--- src/rtl/noise_pack.sv ---
// Packs a serial noise bit stream (MSB first) into 32-bit words and queues them in a
// first-word-fall-through FIFO. Define NOISE_PACK_STATS_EN to enable word statistics.
module noise_pack #(
    parameter int FIFO_DEPTH = 4
) (
    input  logic        clk,
    input  logic        rst,
    input  logic        I_enable,
    input  logic        I_clear,
    input  logic        I_bit,
    input  logic        I_bit_valid,
    output logic        O_next,
    output logic [31:0] O_word,
    output logic        O_word_valid,
    input  logic        I_word_ready,
    output logic [4:0]  O_fifo_count,
    output logic [4:0]  O_bit_count,
    output logic        O_overflow,
    output logic [31:0] O_words_total,
    output logic [31:0] O_words_dropped,
    output logic [1:0]  O_dbg_state
);

    localparam int PTR_W = $clog2(FIFO_DEPTH);
    localparam logic [4:0] DEPTH_C = 5'(FIFO_DEPTH);

    typedef enum logic [1:0] {
        IDLE    = 2'd0,
        CAPTURE = 2'd1,
        NEXT    = 2'd2
    } state_t;

    state_t             state_q, state_d;
    logic [31:0]        shift_q, shift_d;
    logic [4:0]         bit_cnt_q, bit_cnt_d;
    logic [4:0]         count_q, count_d;
    logic [PTR_W-1:0]   wr_ptr_q, rd_ptr_q;
    logic               overflow_q;
    logic [31:0]        mem [FIFO_DEPTH];

    logic push_req, push_ok, pop, full, drop;

    always_comb begin
        state_d   = state_q;
        shift_d   = shift_q;
        bit_cnt_d = bit_cnt_q;
        push_req  = 1'b0;
        case (state_q)
            IDLE: begin
                if (I_enable) state_d = CAPTURE;
            end
            CAPTURE: begin
                if (!I_enable) begin
                    // Leaving capture throws away the partial word.
                    state_d   = IDLE;
                    shift_d   = '0;
                    bit_cnt_d = '0;
                end else if (I_bit_valid) begin
                    shift_d = {shift_q[30:0], I_bit};
                    if (bit_cnt_q == 5'd31) begin
                        push_req  = 1'b1;
                        bit_cnt_d = '0;
                        state_d   = NEXT;
                    end else begin
                        bit_cnt_d = bit_cnt_q + 5'd1;
                    end
                end
            end
            NEXT: begin
                state_d = I_enable ? CAPTURE : IDLE;
            end
            default: state_d = IDLE;
        endcase
    end

    // A full FIFO still accepts a word when the head leaves on the same edge.
    always_comb begin
        full    = (count_q == DEPTH_C);
        pop     = (count_q != 5'd0) && I_word_ready;
        push_ok = push_req && (!full || pop);
        drop    = push_req && full && !pop;
        count_d = count_q;
        if (push_ok && !pop)      count_d = count_q + 5'd1;
        else if (!push_ok && pop) count_d = count_q - 5'd1;
    end

    always_ff @(posedge clk or posedge rst) begin
        if (rst) begin
            state_q    <= IDLE;
            shift_q    <= '0;
            bit_cnt_q  <= '0;
            count_q    <= '0;
            wr_ptr_q   <= '0;
            rd_ptr_q   <= '0;
            overflow_q <= 1'b0;
        end else if (I_clear) begin
            state_q    <= IDLE;
            shift_q    <= '0;
            bit_cnt_q  <= '0;
            count_q    <= '0;
            wr_ptr_q   <= '0;
            rd_ptr_q   <= '0;
            overflow_q <= 1'b0;
        end else begin
            state_q   <= state_d;
            shift_q   <= shift_d;
            bit_cnt_q <= bit_cnt_d;
            count_q   <= count_d;
            if (push_ok) wr_ptr_q <= wr_ptr_q + PTR_W'(1);
            if (pop)     rd_ptr_q <= rd_ptr_q + PTR_W'(1);
            if (drop)    overflow_q <= 1'b1;
        end
    end

    always_ff @(posedge clk) begin
        if (push_ok && !I_clear) mem[wr_ptr_q] <= shift_d;
    end

`ifdef NOISE_PACK_STATS_EN
    logic [31:0] total_q, dropped_q;

    always_ff @(posedge clk or posedge rst) begin
        if (rst) begin
            total_q   <= '0;
            dropped_q <= '0;
        end else if (I_clear) begin
            total_q   <= '0;
            dropped_q <= '0;
        end else begin
            if (push_req && total_q != 32'hFFFF_FFFF) total_q   <= total_q + 32'd1;
            if (drop && dropped_q != 32'hFFFF_FFFF)   dropped_q <= dropped_q + 32'd1;
        end
    end

    assign O_words_total   = total_q;
    assign O_words_dropped = dropped_q;
`else
    assign O_words_total   = '0;
    assign O_words_dropped = '0;
`endif

    assign O_next       = (state_q == NEXT);
    assign O_word_valid = (count_q != 5'd0);
    assign O_word       = O_word_valid ? mem[rd_ptr_q] : '0;
    assign O_fifo_count = count_q;
    assign O_bit_count  = bit_cnt_q;
    assign O_overflow   = overflow_q;
    assign O_dbg_state  = state_q;

endmodule

--- config.mk ---
export PLATFORM = sky130hd
export DESIGN_NAME = noise_pack
export DESIGN_NICKNAME = d
export VERILOG_FILES = /design/src/rtl/noise_pack.sv
export SDC_FILE = /design/constraint.sdc
export NUM_CORES = 1
export LEC_CHECK = 0
export CORE_MARGIN = 5
export CORE_UTILIZATION = 60
export CTS_BUF_LIST = sky130_fd_sc_hd__clkbuf_8
export DETAILED_ROUTE_END_ITERATION = 16
export DONT_BUFFER_PORTS = 1
export PLACE_DENSITY = 0.89
export SKIP_LAST_GASP = 1
export SLEW_MARGIN = 20
export SYNTH_ARGS = -nofsm -noshare
export SYNTH_HDL_FRONTEND = slang
export SYNTH_SLANG_ARGS = --single-unit
--- constraint.sdc ---
create_clock -name clk -period 2.85 [get_ports clk]
set_input_delay 0.57 -clock clk [delete_from_list [all_inputs] [get_ports clk]]
set_output_delay 0.57 -clock clk [all_outputs]
set_load 0.02 [all_outputs]
==> results_dict.tcl <==
set metrics [dict create \
    ant_nets 0 \
    synthArstFlopShare_pct 27.7 \
    h-tree-depth 4 \
    finalClockSkew_ns 0.0111 \
    regArea_sq_mm 0.00507 \
    cts.sinks 177 \
    clock_path_buffers 2 \
    crit_path_end_kind "primary output" \
    synth_seq_cells 177 \
    p_clk_share_pct 27.6 \
    yosysMostFrequentCell "edfxtp_1" \
    coreArea_sq_mm 0.0133 \
    wire_per_inst_um 19.1 \
    cts_buffers 17 \
    crit_type "reg -> out" \
    yosys-top-cells-count "edfxtp_1, buf_4, dfrtp_1" \
    cpPeakStageDelay_ns 0.59 \
    place.gp.congestion 0.843 \
    grt_max_degree 49 \
    grt_pass1_vias 4476 \
    grt_pass1_wl_um 23700 \
    antenna_found_initial 0 \
    clk_pin_slew_worst_paths_ns 0.09 \
    synth_edf_count 128 \
    worstPathCellList "or4_4 > or2_4 > and2_1" \
    diodes 0 \
    switching_share_pct 34.9 \
    critPathLaunchType "flop" \
    drive_gt1_share_pct 18.5 \
    relSlewSlack_pct 53.7 \
    dr.pass1.iters 4 \
    final-hold-violation-count 0 \
    period_share_pct 94.9 \
    syn-cell-area_sq_mm 0.00817 \
    via_count 4460 \
    wirelength_um 14700 \
    synthFlopType "edfxtp_1" \
    multi_input_area_sq_mm 0.00273 \
    leakage_nw 2.97 \
    synth_area_leader_cell "edfxtp_1" \
    avgSynthCellArea_sq_um 14.5 \
    row_count 42 \
    outcome "complete, no violations" \
    crit_slowest_cell "or4_4" \
    post-route-min-period_ns 2.71 \
    synthToLayoutAreaGrowth_pct 6.72 \
    start_util_pct 61.5 \
    power_density_mw_per_mm2 735 \
    cts_hold_buf 0 \
    finish.net_count 595 \
    ys_types 42 \
    whs_ns 0.0945 \
    cts_tree "done" \
    insertion_delay_ns 0.46 \
    cts_root_buf "clkbuf_8" \
    port_buffers 0 \
    max_freq_mhz 370 \
    slew_violations 0 \
    synth.area.top_cells "edfxtp_1, dfrtp_1, mux4_2, buf_4, a22o_1" \
    dp_hpwl_um 9640 \
    finalSetupViolations 0 \
    dieArea_sq_mm 0.0161 \
    required_ns 2.28 \
    worstMarginPinSlew_ns 0.694 \
    drc 0 \
    ys_warn_count 0 \
    pwr-share-seq_pct 43.6 \
    cap_violations 0 \
    die-width_um 127 \
    cpLargestDelayFamily "simple AND/OR/NAND/NOR gates" \
    tns_ns 0 \
    arrival_ns 2.14 \
    drtIter0Drc 344 \
    grt_usage_pct 19.0 \
    io_pins 118 \
    nFillCells 914 \
    ir_worst_vdd_mv 0.520 \
    grt_overflow 0 \
    grt_setup_unrepaired "no" \
    viasPerCell 5.82 \
    post_cts_buffers 0 \
    crit_buf_inv 0 \
    synth_cells 563 \
    p_sw_mw 2.24 \
    critPathMaxFanout 34 \
    synth_top_area_share_pct 47.0 \
    die_h_um 127 \
    hold_class "in -> async" \
    power.internal_mw 4.18 \
    ys_seq_area_share_pct 62.0 \
    p_comb_share_pct 28.7 \
]
[what timing repair did]
action / 4_1_cts / 5_1_grt
gates cloned: 0 / 0
gates resized for setup: 1 / 3
endpoints found under the setup margin: 32 / 1
[cell type report]
| type | count | share of cell area [%] |
|---|---|---|
| clock inverters | 15 | 2.12 |
| inverters | 6 | 0.258 |
| well taps | 176 | 2.53 |
| repair buffers | 33 | 2.98 |
| flip-flops and latches | 177 | 58.2 |
| multi-input cells | 342 | 31.2 |
| clock buffers | 17 | 2.68 |
[layer usage]
metal	track usage, %	share of wire [%]	routed length (um)	up-vias
met5	0	0	0	-
met4	5.62	1.5	219	0
met3	6.09	8.2	1210	22
met2	32.0	51	7470	210
met1	23.8	39	5770	2237
li1	-	-	-	1991
[power by group through the flow]
stage	Clock (mW)	Combinational (mW)	Sequential, mW
6_report	1.77	1.84	2.80
4_1_cts	1.81	1.88	2.80
5_1_grt	1.92	2.00	2.80
3_5_place_dp	0	1.86	2.85
2_1_floorplan	0	1.58	2.91
3_3_place_gp	0	1.83	2.85
[sequential cells by signal, indices dropped and copies added (netlist names)]
register and count:
O_bit_count 5, O_dbg_state 2, O_fifo_count 5, O_overflow 1, mem 128, rd_ptr_q 2
shift_q 32, wr_ptr_q 2
[cells in the final DEF, fill, tap and decap left out, types with 4 or more instances in the layout]
cell	instances
edfxtp_1	128
conb_1	64
dfrtp_1	46
and2_1	36
nand2_1	35
a22o_1	35
nor2b_1	34
mux4_2	32
buf_4	32
o2bb2ai_1	31
clkbuf_8	17
nor2_1	16
ha_1	9
inv_1	5
nand3_1	4
a21oi_1	4
clkinv_4	4
[final timing paths]
| path | slack (ns) | startpoint | endpoint | cells after the start |
|---|---|---|---|---|
| worst max-delay path | 0.14 | O_fifo_count[3]$_DFFE_PP0P_ | O_word[30] | 3 |
| worst min-delay path | 0.09 | rst | shift_q[1]$_DFF_PP0_ | 1 |
| worst max register to register | 0.20 | O_bit_count[1]$_DFFE_PP0P_ | O_fifo_count[4]$_DFFE_PP0P_ | 11 |
| worst min register to register | 0.63 | wr_ptr_q[1]$_DFFE_PP0P_ | wr_ptr_q[1]$_DFFE_PP0P_ | 2 |
| max in group asynchronous | 2.05 | rst | shift_q[7]$_DFF_PP0_ | 2 |
| min in group clk | 0.16 | I_clear | O_overflow$_DFFE_PP0P_ | 1 |
[per-stage QoR]
step	area (sq um)	std cells	power, mW	utilization [%]	setup slack [ns]
floorplan	8420	626	4.49	-	0.0390
global placement	8280	734	4.68	62.3	0.117
detailed placement	8280	734	4.71	62.3	0.0456
CTS	8700	766	6.48	65.5	0.0259
global route	8720	766	6.72	65.6	0.0342
finish	8720	766	6.41	65.6	0.144
[cell families (layout without fill, tap and decap cells)]
family / Yosys count / after routing / share of synthesized area (%)
compound gates: 85 / 85 / 8.83
xor+xnor: 6 / 6 / 0.643
fa+ha+maj: 11 / 11 / 1.78
buf+inv: 107 / 71 / 7.96
flops: 177 / 177 / 62.0
mux: 36 / 36 / 9.46
other cells: 1 / 64 / 0.0459
simple gates: 140 / 140 / 9.23
Power figures use the tool's default switching activity.
